File: config.mk
export PLATFORM = sky130hd
export DESIGN_NAME = sram_like_arbiter
export DESIGN_NICKNAME = d
export VERILOG_FILES = /design/src/rtl/sram_like_arbiter.sv
export SDC_FILE = /design/constraint.sdc
export NUM_CORES = 1
export LEC_CHECK = 0
export BUFFER_PORTS_ARGS = -buffer_cell sky130_fd_sc_hd__buf_2
export CORE_AREA = 2 2 119 121
export DETAILED_ROUTE_END_ITERATION = 8
export DIE_AREA = 0 0 121 123
export REMOVE_ABC_BUFFERS = 1
export SLEW_MARGIN = 20
export SYNTH_ARGS = -nofsm -noshare
export SYNTH_HDL_FRONTEND = slang
export SYNTH_SLANG_ARGS = --single-unit
export TNS_END_PERCENT = 100
File: constraint.sdc
create_clock -name clk -period 3.9 [get_ports clk]
set_input_delay 0.195 -clock clk [delete_from_list [all_inputs] [get_ports clk]]
set_output_delay 0.195 -clock clk [all_outputs]
set_load 0.005 [all_outputs]
File: src/rtl/sram_like_arbiter.sv
// sram_like_arbiter: shares one SRAM-like slave port between the inst and data masters
// One transaction is outstanding at a time, and the FSM runs IDLE -> ADDR -> DATA.
// The winner's wr/size/addr/wdata are latched in IDLE and held on m_* until the next grant.
// The grant register gnt records the last winner: 0 means inst and 1 means data.
// Ports:
//   clk, rst      core clock; asynchronous active-low reset
//   inst_*        instruction master: req/wr/size/addr/wdata in, rdata/addr_ok/data_ok out
//   data_*        data master, with the same port set as the instruction master
//   m_*           slave side: req/wr/size/addr/wdata out, rdata/addr_ok/data_ok in
// Build option ARB_ROUND_ROBIN_EN: when both masters request together, the master that was
//   not granted last wins. Without it the data master always has priority.
module sram_like_arbiter #(
  parameter int ADDR_W = 32,
  parameter int DATA_W = 32
) (
  input  logic              clk,
  input  logic              rst,
  input  logic              inst_req,
  input  logic              inst_wr,
  input  logic [1:0]        inst_size,
  input  logic [ADDR_W-1:0] inst_addr,
  input  logic [DATA_W-1:0] inst_wdata,
  output logic [DATA_W-1:0] inst_rdata,
  output logic              inst_addr_ok,
  output logic              inst_data_ok,
  input  logic              data_req,
  input  logic              data_wr,
  input  logic [1:0]        data_size,
  input  logic [ADDR_W-1:0] data_addr,
  input  logic [DATA_W-1:0] data_wdata,
  output logic [DATA_W-1:0] data_rdata,
  output logic              data_addr_ok,
  output logic              data_data_ok,
  output logic              m_req,
  output logic              m_wr,
  output logic [1:0]        m_size,
  output logic [ADDR_W-1:0] m_addr,
  output logic [DATA_W-1:0] m_wdata,
  input  logic [DATA_W-1:0] m_rdata,
  input  logic              m_addr_ok,
  input  logic              m_data_ok
);
  typedef enum logic [1:0] {IDLE, ADDR, DATA} state_t;
  state_t state;
  logic   gnt;
  logic   pick_data;
  logic   a_ok;
  logic   d_ok;
`ifdef ARB_ROUND_ROBIN_EN
  // gnt=0 means inst won last, so data gets the next tie; a lone requester always wins
  assign pick_data = data_req & (~inst_req | ~gnt);
`else
  assign pick_data = data_req;
`endif
  assign m_req = state == ADDR;
  assign a_ok  = m_req & m_addr_ok;
  // data_ok counts only once the slave has accepted the address, which can be the same cycle
  assign d_ok  = (a_ok | state == DATA) & m_data_ok;
  assign inst_addr_ok = a_ok & ~gnt;
  assign data_addr_ok = a_ok & gnt;
  assign inst_data_ok = d_ok & ~gnt;
  assign data_data_ok = d_ok & gnt;
  assign inst_rdata   = inst_data_ok ? m_rdata : '0;
  assign data_rdata   = data_data_ok ? m_rdata : '0;
  always_ff @(posedge clk or negedge rst)
    if (!rst) begin
      state   <= IDLE;
      gnt     <= 1'b0;
      m_wr    <= 1'b0;
      m_size  <= '0;
      m_addr  <= '0;
      m_wdata <= '0;
    end else begin
      case (state)
        IDLE: if (inst_req | data_req) begin
          gnt     <= pick_data;
          m_wr    <= pick_data ? data_wr    : inst_wr;
          m_size  <= pick_data ? data_size  : inst_size;
          m_addr  <= pick_data ? data_addr  : inst_addr;
          m_wdata <= pick_data ? data_wdata : inst_wdata;
          state   <= ADDR;
        end
        ADDR: if (m_addr_ok) state <= m_data_ok ? IDLE : DATA;
        DATA: if (m_data_ok) state <= IDLE;
        default: state <= IDLE;
      endcase
    end
endmodule

==> results_dict.tcl, run 1 <==
set metrics [dict create \
    cp_max_fo 37 \
    fmax_mhz 491 \
    antenna_found_initial 2 \
    rsz0062_at_grt "no" \
    crit_buf_inv 1 \
    intPower_mw 2.54 \
    die_h_um 123 \
    drtIter0Drc 59 \
    finalCritPeriodShare_pct 52.2 \
    crit_chain "nor2_1, o21a_4, buf_4, mux2_2" \
    layout_commonest_cell "buf_2" \
    power_density_nw_per_um2 616 \
    arrival_ps 2240 \
    area_growth_pct 47.3 \
    postSynthCellCount 313 \
    globalplace.congestion 0.760 \
    cts_tree "built" \
    critPathTopFamily "compound AO/OA/AOI/OAI gates" \
    post_cts_buffers 0 \
    cts.clk_slew.worst_paths_ps 50 \
    grt_pass1_wl_mm 18.4 \
    drv_slew 0 \
    cts-htree-levels 3 \
    total_power_mw 3.72 \
    yosysWarnings 0 \
    drtPass1Iterations 4 \
    drv_cap 0 \
    ir_worst_vdd_uv 247 \
    yosysSeqAreaShare_pct 42.7 \
    cts_sinks 70 \
    core_um2 13600 \
    slew_headroom_pct 41.8 \
    finalSetupViolations 0 \
    finalCriticalPeriod_ps 2040 \
    start_kind "flip-flop" \
    fin_hold_ws_ps 59.7 \
    layout.cells.non_filler 796 \
    setup_ws_ps 1860 \
    vias_per_cell 4.53 \
    drtAntennaViolNets 0 \
    critPathMaxStageDelay_ps 550 \
    hold_viol_final 0 \
    p_switching_mw 1.18 \
    worst_pin_slew_ps 873 \
    cts_buffers 9 \
    initial_core_util_pct 30.1 \
    crit_path_top_delay_cell "o21a_4" \
    dpl_cell_area_um2 5720 \
    die_area_um2 14900 \
    grt_max_degree 68 \
    switching_share_pct 31.7 \
    synth_cell_types 20 \
    p_seq_share_pct 35.1 \
    cts_max_path_buffers 2 \
    grt_pass1_vias 3630 \
    die_x_um 121 \
    post_synth_instance_area_um2 4100 \
    dpl.hpwl_mm 9.89 \
    ioPinCount 308 \
    critPathKind "reg -> reg" \
    fin_tns_setup_ps 0 \
    route.detailed.wl_per_inst_um 15.7 \
    power.leakage_nw 3.42 \
    cts_resized 0 \
    syn_area_per_cell_um2 13.1 \
    p_comb_share_pct 43.1 \
    final_layout_size_suffix_gt1_share_pct 75.4 \
    ctsRootBufferMaster "clkbuf_16" \
    postLayoutCellArea_um2 6040 \
    status "finished, final reports clean" \
    grt_util_all_layers_pct 15.9 \
    rows 43 \
    clockPowerShare_pct 21.8 \
    final_cell_mix "305 x buf_2, 96 x mux2_2, 70 x dfrtp_1" \
    wirelength_mm 12.5 \
    vias 3608 \
    clock_latency_ps 330 \
    drc 0 \
    ys_ff_latch 70 \
    pre_cts_slack_ps 1750 \
    overflow 0 \
    cp.required_ps 4100 \
    finalNetCount 782 \
    fin_skew_ps 8.79 \
    hp-class "in -> reg" \
    port_buffers 307 \
    crit_path_end_kind "flip-flop" \
    final_core_util_pct 44.4 \
    dp.cells 778 \
]
logic make-up (layout without fill, tap and decap cells):
logic type / Yosys count / after routing / synth area share [%]
multiplexers: 134 / 134 / 40.3
AND/OR/NAND/NOR: 75 / 75 / 11.3
flip-flops: 70 / 70 / 42.7
buffers and inverters: 30 / 332 / 4.70
AO/OA/AOI/OAI: 4 / 4 / 0.977
other: 0 / 1 / 0
metal layers:
layer / vias up / wire length [um] / global-route usage [%]
met2: 190 / 6420 / 29.2
met4: 0 / 167 / 5.38
met5: - / 0 / 0
met3: 12 / 1180 / 4.52
li1: 1724 / - / -
met1: 1682 / 4700 / 17.7
worst paths after layout:
path                            start         end  slack, ps  cells after the start
hold reg to reg            m_addr[19]  m_addr[19]        500                      1
setup reg to reg             state[1]  m_addr[11]       1860                      4
hold / removal              m_data_ok    state[1]         60                      2
min in group asynchronous         rst  m_addr[13]        420                      2
setup / recovery             state[1]  m_addr[11]       1860                      4
max in group asynchronous         rst  m_wdata[8]       2670                      3
area by class of cell:
| type | count | area [um^2] |
|---|---|---|
| fillers | 1328 | 7570 |
| multi-input cells | 213 | 2150 |
| flip-flops and latches | 70 | 1750 |
| repair buffers | 314 | 1600 |
| clock buffers | 11 | 243 |
| well taps | 180 | 225 |
| clock inverters | 5 | 58.8 |
| inverters | 2 | 7.51 |
| diodes | 1 | 2.50 |
registers in the layout (all words and copies together), names as in the netlist:
name,cells
state,2
m_wdata,32
m_addr,32
m_wr,1
m_size,2
gnt,1
power groups by stage:
stage / Clock (mW) / Sequential, mW / Combinational [mW]
floorplan: 0 / 1.32 / 0.839
global placement: 0 / 1.31 / 1.60
detailed placement: 0 / 1.31 / 1.64
CTS: 0.834 / 1.31 / 1.64
global route: 0.867 / 1.36 / 1.76
finish: 0.812 / 1.30 / 1.60
cell usage after synthesis (all sizes together):
library cell  instances  area (um^2)
o21ai                 1         8.76
nor2                  2         7.51
a21o                  1         7.51
mux2                134         1650
clkbuf               12         47.6
and3                 65          407
and2                  3         18.8
o21a                  1         15.0
a22o                  1         8.76
nor2b                 3         18.8
dfrtp                70         1750
buf                  16          138
inv                   2         7.51
nand2                 1         3.75
nand3b                1         7.51
repair_timing:
item,4_1_cts,5_1_grt
setup endpoints to repair,0,0
endpoints found under the hold margin,0,41
hold buffers,0,1
Note: power is estimated with default switching activity, not from simulation.
==> run 2: changes to the inputs <==
ABC_AREA = 1   (was default)
CORE_AREA = 2 2 121 123   (was 2 2 119 121)
DIE_AREA = 0 0 123 125   (was 0 0 121 123)
clock period = 1.7 ns   (was 3.9 ns; I/O delays follow)
==> run 2 against run 1 <==
Power rose by 110%. Synthesized cell count rose by 78%. Sequential power rose by 120%. Register-to-register slack got worse by 1500 ps. Utilization fell by 1.8 points. Largest power group unchanged. Clock-buffer cell count fell by 1. First-iteration DRC count rose by 130%. Highest routed layer is now met5. Final area barely moved. Clock skew fell by 2.7 ps. Final cell count rose by 31%. Flip-flop and latch count did not move. Non-clock buffer count rose by 4.
==> results_dict.tcl, run 2 <==
set metrics [dict create \
    status "finished, final reports clean" \
    r2r-end "m_addr[30]" \
    intPower_mw 4.92 \
    hold_start "inst_wdata[4]" \
    drtIter0Drc 135 \
    timing.rr.start "state[1]" \
    postSynthCellCount 557 \
    synth_ff_type "dfrtp_1" \
    ioPinCount 308 \
    drc 0 \
    rsz0062_at_grt "no" \
    antenna_found_initial 4 \
    drtAntennaViolNets 0 \
    rows 44 \
    wirelength_mm 13.9 \
    drv_slew 0 \
    port_buffers 307 \
    cp-endpoint "data_rdata[28]" \
    fin_tns_setup_ps 0 \
    gr-usage-met2_pct 33.6 \
    finalSetupViolations 0 \
    post_synth_instance_area_um2 4050 \
    slew_headroom_pct 69.5 \
    cts_tree "built" \
    final_layout_size_suffix_gt1_share_pct 46.0 \
    met1_usage_pct 18.6 \
    use_met3_pct 6.20 \
    p_comb_share_pct 42.3 \
    globalplace.congestion 0.779 \
    power_density_nw_per_um2 1300 \
    synth_cell_types 18 \
    synth_top_area_cell "dfrtp_1" \
    cp-startpoint "state[1]" \
    initial_core_util_pct 28.5 \
    cp.required_ps 1620 \
    synth_top_area_share_pct 43.3 \
    dp.cells 1020 \
    core_um2 14200 \
    cts_buffers 9 \
    vias_per_cell 4.23 \
    syn_area_per_cell_um2 7.27 \
    grt_util_all_layers_pct 17.8 \
    p_switching_mw 2.96 \
    finalNetCount 1022 \
    cts.clk_slew.worst_paths_ps 60 \
    fmax_mhz 628 \
    clock_latency_ps 320 \
    die_area_um2 15400 \
    clockPowerShare_pct 20.9 \
    final_cell_mix "306 x buf_2, 108 x nand2_1, 104 x inv_1" \
    cp_max_fo 33 \
    arrival_ps 1510 \
    hold_viol_final 0 \
    ir_worst_vdd_uv 492 \
    cts-htree-levels 3 \
    vias 4398 \
    largestRegisters "m_addr (32), m_wdata (32)" \
    grt_max_degree 79 \
    layout_commonest_cell "buf_2" \
    p_seq_share_pct 36.9 \
    synth_area_leaders "dfrtp_1 43%, nand2_1 10%, inv_1 9.6%, a21oi_1 8.4%, o21ai_2 6.5%" \
    area_growth_pct 49.2 \
    drtPass1Iterations 4 \
    cts_max_path_buffers 2 \
    crit_path_end_kind "output pin" \
    fin_skew_ps 6.06 \
    switching_share_pct 37.6 \
    layout.cells.non_filler 1040 \
    yosysWarnings 0 \
    hp-class "in -> reg" \
    start_kind "flip-flop" \
    yosys-top-cells-count "109 x nand2_1, 104 x inv_1, 70 x dfrtp_1, 68 x a21oi_1, 68 x nor2_1" \
    power.leakage_nw 3.86 \
    synth_edf_count 0 \
    route.detailed.wl_per_inst_um 13.3 \
    grt_pass1_wl_mm 20.9 \
    regToRegSetupSlack_ps 390 \
    ctsRootBufferMaster "clkbuf_16" \
    critPathKind "reg -> out" \
    cts_sinks 70 \
    drv_cap 0 \
    die_h_um 125 \
    finalCriticalPeriod_ps 1590 \
    die_x_um 123 \
    grt_pass1_vias 4121 \
    yosysMostFrequentCell "nand2_1" \
    finalCritPeriodShare_pct 93.6 \
    ff2ff_path_depth 5 \
    yosysSeqAreaShare_pct 43.3 \
    overflow 0 \
    dpl.hpwl_mm 10.8 \
    worst_pin_slew_ps 457 \
    ys_ff_latch 70 \
    async_flop_share_pct 100 \
    busiest_layer "met2" \
]
[run 2: cell types whose count changed after synthesis, sizes merged, moves of 5 or more]
cell / previous run / this run
nand2: 1 / 137
nor2: 2 / 68
a21oi: 0 / 68
and3: 65 / 0
mux2: 134 / 0
o21ai: 1 / 69
inv: 2 / 105
buf: 16 / 29
clkbuf: 12 / 7
[run 2: cell type report]
type / count / area [um^2]
well taps: 184 / 230
inverters: 105 / 394
diodes: 2 / 5.00
fillers: 1497 / 8160
flip-flops and latches: 70 / 1750
repair buffers: 318 / 1720
clock inverters: 5 / 27.5
clock buffers: 10 / 229
multi-input cells: 346 / 1690
[run 2: worst min path at each step]
stage	end	cells past startpoint
finish	m_wdata[4]	3
global route	m_wdata[16]	3
CTS	m_wdata[4]	3
detailed placement	m_addr[26]	1
global placement	m_addr[26]	1
floorplan	gnt	0
[run 2: repair_timing]
item                                    CTS  global route
hold buffers                              3             0
endpoints found under the hold margin    30             0
setup buffers                             0             0
resized for setup                         2             1
endpoints found under the setup margin    1            64
[run 2: stage by stage]
step	worst slack [ps]	hold slack [ps]	total power, mW	utilization (%)	instance area, um^2
floorplan	-2410	-211	4.69	-	3820
global placement	361	51.4	6.26	40.4	5740
detailed placement	340	52.8	6.30	40.4	5740
CTS	30.9	10.9	8.02	42.5	6030
global route	2.07	16.2	8.58	42.5	6040
finish	109	23.4	7.87	42.5	6040
[run 2: worst max-delay path, cell delays in order, from the launching register on]
cell and delay (ps):
dfrtp_1 410, inv_1 80, nand3_2 100, nand2_2 100, nand3_2 80, buf_12 180, nor2_1 120, buf_2 130
[run 2: cell families (layout without fill, tap and decap cells)]
group,count (synthesis),after routing,synth area share (%)
AOI/OAI and AO/OA,138,138,19.9
buffers and inverters,141,438,15.5
DFF,70,70,43.3
other,0,2,0
and+or+nand+nor,208,208,21.4
[run 2: routing by layer]
layer	up-vias	share of wire, %
met4	2	1.1
met3	12	9.4
met5	-	0.072
met1	1903	38
li1	2294	-
met2	187	51
[run 2: power groups by stage]
stage | sequential [mW] | clock (mW) | combinational [mW]
6_report | 2.90 | 1.64 | 3.33
5_1_grt | 3.02 | 1.78 | 3.77
4_1_cts | 2.91 | 1.71 | 3.40
3_5_place_dp | 2.90 | 0 | 3.39
3_3_place_gp | 2.91 | 0 | 3.35
2_1_floorplan | 2.99 | 0 | 1.69
==> run 3: changes to the inputs <==
REMOVE_ABC_BUFFERS = default   (was 1)
==> run 3 against run 2 <==
Critical endpoint is now inst_rdata[20]. Sequential power about the same. Largest cell class is now non-clock buffers. Setup slack worse by 14 ps. Register-to-register slack worse by 190 ps. Final area up 1.9%. Highest routed layer is now met4. Flip-flop and latch count unchanged. Die area unchanged.
==> results_dict.tcl, run 3 (synthesis results as in run 2) <==
set metrics [dict create \
    fin_hold_ws_ps 13.8 \
    layout_commonest_cell "buf_2" \
    die_h_um 125 \
    ioPinCount 308 \
    setup_ws_ps 94.9 \
    drv_slew 0 \
    globalplace.congestion 0.785 \
    cp.required_ps 1620 \
    cts_buffers 9 \
    wirelength_mm 13.8 \
    antenna_found_initial 2 \
    hp-class "in -> reg" \
    cts_max_path_buffers 2 \
    cpMostUsedCell "nand3_4" \
    nFillCells 1511 \
    crit_path_end_kind "output pin" \
    drtPass1Iterations 4 \
    finalNetCount 1026 \
    die_x_um 123 \
    ir_worst_vdd_uv 575 \
    drtIter0Drc 126 \
    fin_tns_setup_ps 0 \
    rows 44 \
    dp.cells 1021 \
    vias_per_cell 4.24 \
    port_buffers 307 \
    hold_viol_final 0 \
    ctsRootBufferMaster "clkbuf_16" \
    pre_cts_slack_ps 332 \
    postLayoutCellArea_um2 6160 \
    finalSetupViolations 0 \
    drc 0 \
    critPathMaxStageDelay_ps 420 \
    worst_pin_slew_ps 495 \
    fmax_mhz 623 \
    cp-startpoint "state[1]" \
    antennaDiodeCount 0 \
    crit_chain "inv_2, nand3_4, nand2_4, nand3_4, buf_12, nor2_1, buf_2" \
    power.leakage_nw 3.90 \
    initial_core_util_pct 28.5 \
    crit_buf_inv 3 \
    finalCritPeriodShare_pct 94.4 \
    grt_max_degree 92 \
    final_cell_mix "306 x buf_2, 107 x nand2_1, 102 x inv_1" \
    largestRegisters "m_addr (32), m_wdata (32)" \
    regArea_um2 1750 \
    multi_input_area_um2 1730 \
    dpl.hpwl_mm 10.5 \
    core_um2 14200 \
    clock_latency_ps 330 \
    grt_util_all_layers_pct 17.2 \
    cts_tree "built" \
    critPathKind "reg -> out" \
    status "finished, final reports clean" \
    start_kind "flip-flop" \
    finalCriticalPeriod_ps 1610 \
    area_growth_pct 52.0 \
    drv_cap 0 \
    slew_headroom_pct 67.0 \
    layout.cells.non_filler 1042 \
    final_core_util_pct 43.3 \
    dpl_cell_area_um2 5710 \
    cp_max_fo 17 \
    arrival_ps 1520 \
    drtAntennaViolNets 0 \
    total_power_mw 8.21 \
    crit_path_top_delay_cell "dfrtp_1" \
    overflow 0 \
    final_layout_size_suffix_gt1_share_pct 47.1 \
    power_density_nw_per_um2 1330 \
    hold_start "inst_wdata[16]" \
    cts.clk_slew.worst_paths_ps 60 \
    timing.rr.start "state[1]" \
    cts-htree-levels 3 \
    synth_nets 729 \
    vias 4423 \
    grt_pass1_vias 4056 \
    critPathTopFamily "flip-flops" \
    route.detailed.wl_per_inst_um 13.2 \
    cts_sinks 70 \
    grt_pass1_wl_mm 20.3 \
    fin_skew_ps 4.51 \
    die_area_um2 15400 \
]
run 3: changes by cell type in the layout (fill, tap and decap cells not counted), sizes merged:
cell	previous run	this run
diode	2	0
inv	105	106
bufinv	0	1
clkbuf	10	12
clkinvlp	1	2
buf	315	317
clkinv	4	1
run 3: final timing paths:
check / end / slack, ps / cells past startpoint
max in group asynchronous: m_addr[15] / 920 / 3
setup / recovery: inst_rdata[20] / 90 / 7
hold / removal: m_wdata[16] / 10 / 3
setup reg to reg: m_addr[4] / 200 / 6
hold reg to reg: m_addr[5] / 480 / 2
min in group asynchronous: m_wdata[13] / 220 / 2
run 3: worst min-delay path, stage by stage:
cell	delay, ps
buf_2	70
a21oi_1	60
o21ai_2	90
run 3: where the power goes:
part | internal (mW) | switching, mW | total [mW]
Sequential | 2.45 | 0.449 | 2.90
Combinational | 1.53 | 1.90 | 3.43
Clock | 1.17 | 0.714 | 1.88
run 3: per-layer routing:
metal | wire length (um) | global-route usage (%) | vias up
met3 | 904 | 3.60 | 18
met1 | 5400 | 19.0 | 1929
met5 | 0 | 0 | -
li1 | - | - | 2296
met2 | 7150 | 32.1 | 180
met4 | 303 | 5.61 | 0
run 3: final cells by class:
class / count / share of cell area, %
clock inverter: 5 / 0.955
tap: 184 / 3.74
timing repair buffer: 322 / 28.5
inverter: 105 / 6.40
sequential: 70 / 28.5
multi-input combinational: 346 / 28.0
clock buffer: 10 / 3.88
run 3: timing repair:
action,4_1_cts,5_1_grt
gates cloned,0,2
pin swaps,0,1
endpoints found under the setup margin,25,66
hold endpoints to repair,27,0
buffers inserted,0,1
hold buffers,3,0
gates resized for setup,2,14
